File: src/rtl/palette_ram.sv
// Writable colour palette: index -> RGB lookup through a two-stage pipeline with
// per-read brightness fade, runtime writes over valid/ready, and a clear-to-black init.
module palette_ram #(
    parameter int IDX_W = 4,
    parameter int CH_W  = 4
) (
    input  logic             Clk,
    input  logic             Reset,
    input  logic             rd_en,
    input  logic [IDX_W-1:0] rd_index,
    input  logic [2:0]       fade_shift,
    output logic             rd_valid,
    output logic [CH_W-1:0]  red,
    output logic [CH_W-1:0]  green,
    output logic [CH_W-1:0]  blue,
    input  logic             wr_valid,
    output logic             wr_ready,
    input  logic [IDX_W-1:0] wr_index,
    input  logic [CH_W-1:0]  wr_red,
    input  logic [CH_W-1:0]  wr_green,
    input  logic [CH_W-1:0]  wr_blue,
    output logic             init_done
);

    localparam int ENTRIES = 2 ** IDX_W;
    localparam int PIX_W   = 3 * CH_W;
    localparam logic [IDX_W-1:0] LAST_IDX = IDX_W'(ENTRIES - 1);

    typedef enum logic {
        INIT = 1'b0,
        RUN  = 1'b1
    } state_t;

    state_t           state_r;
    logic [IDX_W-1:0] cnt_r;
    logic [PIX_W-1:0] table_r [ENTRIES];
    logic             valid1_r;
    logic [PIX_W-1:0] pix1_r;
    logic [2:0]       shift1_r;
    logic             wr_fire_s;

    assign wr_fire_s = wr_valid && wr_ready;

    // Logical right shift fade; shifting by the channel width or more blanks the channel.
    function automatic logic [CH_W-1:0] fade(input logic [CH_W-1:0] ch, input logic [2:0] sh);
        if (int'(sh) >= CH_W) begin
            fade = '0;
        end else begin
            fade = ch >> sh;
        end
    endfunction

    // Init/run sequencer: walks every entry once after reset, then opens the write port.
    always_ff @(posedge Clk) begin
        if (Reset) begin
            state_r   <= INIT;
            cnt_r     <= '0;
            init_done <= 1'b0;
            wr_ready  <= 1'b0;
        end else begin
            case (state_r)
                INIT: begin
                    cnt_r <= cnt_r + IDX_W'(1);
                    if (cnt_r == LAST_IDX) begin
                        state_r   <= RUN;
                        init_done <= 1'b1;
                        wr_ready  <= 1'b1;
                    end
                end
                RUN: begin
                    init_done <= 1'b1;
                    wr_ready  <= 1'b1;
                end
                default: begin
                    state_r   <= INIT;
                    cnt_r     <= '0;
                    init_done <= 1'b0;
                    wr_ready  <= 1'b0;
                end
            endcase
        end
    end

    // Palette storage: cleared entry by entry during init, loaded by accepted writes afterwards.
    always_ff @(posedge Clk) begin
        if (!Reset) begin
            if (state_r == INIT) begin
                table_r[cnt_r] <= '0;
            end else if (wr_fire_s) begin
                table_r[wr_index] <= {wr_red, wr_green, wr_blue};
            end
        end
    end

    // Stage 1: fetch the entry (pre-write value on a same-cycle collision) and capture its fade.
    always_ff @(posedge Clk) begin
        if (Reset) begin
            valid1_r <= 1'b0;
            pix1_r   <= '0;
            shift1_r <= 3'd0;
        end else begin
            valid1_r <= rd_en && (state_r == RUN);
            if (rd_en) begin
                pix1_r   <= table_r[rd_index];
                shift1_r <= fade_shift;
            end
        end
    end

    // Stage 2: apply the fade and register the result; outputs stay black while idle.
    always_ff @(posedge Clk) begin
        if (Reset) begin
            rd_valid <= 1'b0;
            red      <= '0;
            green    <= '0;
            blue     <= '0;
        end else begin
            rd_valid <= valid1_r;
            if (valid1_r) begin
                red   <= fade(pix1_r[3*CH_W-1:2*CH_W], shift1_r);
                green <= fade(pix1_r[2*CH_W-1:CH_W], shift1_r);
                blue  <= fade(pix1_r[CH_W-1:0], shift1_r);
            end else begin
                red   <= '0;
                green <= '0;
                blue  <= '0;
            end
        end
    end

endmodule

File: config.mk
export PLATFORM = sky130hd
export DESIGN_NAME = palette_ram
export DESIGN_NICKNAME = d
export VERILOG_FILES = /design/src/rtl/palette_ram.sv
export SDC_FILE = /design/constraint.sdc
export NUM_CORES = 1
export LEC_CHECK = 0
export CAP_MARGIN = 20
export CORE_MARGIN = 2
export CORE_UTILIZATION = 40
export CTS_CLUSTER_DIAMETER = 80
export CTS_CLUSTER_SIZE = 24
export DETAILED_ROUTE_END_ITERATION = 6
export HOLD_SLACK_MARGIN = 0.03
export PLACE_DENSITY = 0.68
export SYNTH_ARGS = -nofsm -noshare
export SYNTH_HDL_FRONTEND = slang
export SYNTH_SLANG_ARGS = --single-unit
File: constraint.sdc
create_clock -name Clk -period 4.3 [get_ports Clk]
set_input_delay 0.645 -clock Clk [delete_from_list [all_inputs] [get_ports Clk]]
set_output_delay 0.645 -clock Clk [all_outputs]
set_load 0.01 [all_outputs]
==> flow_summary.toml <==
[power_and_ir_drop]
pwr-share-clk_pct = 32.4
power.total_mw = 3.876
intPower_mw = 3.056
leakage_nw = 3.724
p_sw_mw = 0.8204
seq_power_share_pct = 62.2
power_density_nw_per_um2 = 388.1
switching_share_pct = 21.16
peakVddDrop_mv = 0.2555
p_comb_share_pct = 5.5

[global_routing]
grt_pass1_vias = 4905
grt_antenna_before_repair = 0
grt_use_total_pct = 15.87
grt.met1_usage_pct = 22.05
grtUsageMet3_pct = 1.494
grt_pass1_wl_um = 28520
grt_max_degree = 49
grtUsageMet2_pct = 26.76
grt_overflow = 0
busiest_layer = "met2"

[routing]
firstDrtPassIters = 5
drt_iter0_drc = 446
num_vias = 4909
vias_per_cell = 5.454
ant_nets = 0
drc = 0
routed_wl_um = 18830
routedWlPerCell_um = 20.93

[synth]
synthCells = 582
synth_area_um2 = 9000
ys_ff_latch = 227
syn_area_per_cell_um2 = 15.46
yosysUniqueCellTypes = 37
ys_warn_count = 0
yosysSeqAreaShare_pct = 71.85
syn-num-nets = 610

[finish]
diodes = 0
area_growth_pct = 10.98
final_util_pct = 45.49
final_nets = 641
layout.cells.non_filler = 900
drive_gt1_share_pct = 6.613
fillCellCount = 1847
post-route-cell-area_um2 = 9988

[clock_network]
clockBufferDepth = 3
cts_buffers = 13
clk_pin_slew_ps = 90
cts_sinks = 227
clock-root-buffer = "clkbuf_16"
cts_setup_buffers = 0
insertion_delay_ps = 480
ctsHoldBuffers = 0
htree_levels = 1
cts_tree = "done"
cts_resized = 0

[setup_path]
reg2regPathDepth = 5
r2r_end = "table_r[10][2]"
critPathCaptureType = "flop"
worstPathMaxFanout = 22
rrSetupSlack_ps = 1590
worstSetupStartpointType = "input port"
crit_required_ps = 4400
arrival_ps = 3060
r2r-start = "state_r"
critPathKind = "in2reg"

[die]
die_w_um = 154
core_um2 = 21960
start_util_pct = 40.99
die_y_um = 154
rows = 54
dieArea_um2 = 23720
pin_count = 42

[min_path]
hp-start = "valid1_r"
hold-path-cell-count = 1
hold_end = "rd_valid"
min_path_type = "reg2reg"

[timing]
final-setup-viol-count = 0
slew_violations = 0
fin_crit_ps = 2965
hold_ws_ps = 469.2
worst_pin_slew_ps = 1127
slew_headroom_pct = 24.59
finClkSkew_ps = 22.72
fmax_mhz = 337.3
rsz0062_at_grt = "false"
tns_ps = 0
hold_viol = 0
setup_slack_ps = 1335
min_period_over_period_pct = 68.94

[place]
dp_hpwl_um = 12500
dpl.cell_count = 877
place_area_um2 = 9608
place.gp.congestion = 0.8348
post-place-ws_ps = 906.3
port_buffers = 41

[run]
cap_viol_max_count = 0

[status]
status = "finished, final reports clean"
[synth_stat cells (all sizes together)]
master	n	area (µm²)
nand4b	2	17.52
nand3	36	180.2
and4b	1	10.01
nand2b	2	12.51
nand3b	1	7.510
a31oi	5	56.31
inv	3	11.26
ha	1	12.51
dfxtp	35	700.7
or2	1	6.260
nand4	1	6.260
edfxtp	192	5766
nor2	33	126.4
nor3	5	30.03
nor2b	8	50.05
buf	27	207.7
mux2	1	11.26
nand2	29	113.9
a211oi	6	45.04
mux2i	107	1071
a22oi	36	270.3
xor2	2	17.52
and3b	1	8.760
nor3b	3	27.52
xnor2	1	8.760
and2	16	100.1
clkbuf	9	35.03
a21oi	18	90.09
[worst max-delay path, stage by stage]
cell and delay, ps:
clkdlybuf4s50_1 400, buf_4 190, and4b_1 270, buf_4 270
mux2i_1 280, nand2_1 150, nor2_1 840
[area by class of cell]
cell class	count	area, µm²	share of cell area [%]
multi-input cells	316	2285	22.87
repair buffers	52	503.0	5.036
clock buffers	19	347.8	3.482
well taps	280	350.3	3.507
inverters	3	11.26	0.1127
flip-flops and latches	227	6466	64.74
clock inverters	3	25.02	0.2505
[cell usage in the layout, fill, tap and decap left out, drive strengths merged]
cell | netlist | final
edfxtp | 192 | 192
clkbuf | 9 | 19
nand2b | 2 | 2
nor3b | 3 | 3
a31oi | 5 | 5
and2 | 16 | 16
nor3 | 5 | 5
mux2 | 1 | 1
buf | 27 | 12
inv | 3 | 5
nand4b | 2 | 2
nor2b | 8 | 8
nand3 | 36 | 36
xnor2 | 1 | 1
clkdlybuf4s50 | 0 | 40
ha | 1 | 1
and4b | 1 | 1
a211oi | 6 | 6
mux2i | 107 | 107
a22oi | 36 | 36
and3b | 1 | 1
clkinv | 0 | 1
dfxtp | 35 | 35
xor2 | 2 | 2
nor2 | 33 | 33
nand4 | 1 | 1
nand2 | 29 | 29
a21oi | 18 | 18
nand3b | 1 | 1
or2 | 1 | 1
[how the worst max path moves through the flow]
stage	startpoint	to	slack [ps]	cells after the start
2_1_floorplan	Reset	table_r[10][0]	1920	6
3_3_place_gp	Reset	table_r[10][0]	1000	7
3_5_place_dp	Reset	table_r[10][3]	910	7
4_1_cts	Reset	table_r[10][2]	1370	7
5_1_grt	Reset	table_r[3][6]	1190	7
6_report	Reset	table_r[10][2]	1340	7
[layer usage]
metal  routed length, µm  share of wire, %  vias to the layer above
li1                    -                 -                     2257
met1                8238                44                     2433
met2                9038                48                      194
met3                1057               5.6                       25
met4                 499               2.6                        0
met5                   0                 0                        -
[power groups by stage]
stage	sequential [mW]	clock [mW]	combinational (mW)
finish	2.41	1.25	0.213
detailed placement	2.46	0	0.212
floorplan	2.45	0	0.150
CTS	2.41	1.27	0.212
global placement	2.46	0	0.207
global route	2.41	1.34	0.229
[flip-flops by register name, summed over array words and instances, names as in the netlist]
name / count
blue: 4
cnt_r: 4
green: 4
init_done: 1
pix1_r: 12
rd_valid: 1
red: 4
shift1_r: 3
state_r: 1
table_r: 192
valid1_r: 1
[logic make-up after synthesis]
kind of cell    Yosys count  synth area share [%]
fa+ha+maj                 1                0.1390
mux                     108                 12.03
compound gates           65                 5.130
flops                   227                 71.85
buf+inv                  39                 2.822
xor+xnor                  3                0.2920
simple gates            139                 7.744
Power figures use the tool's default switching activity.
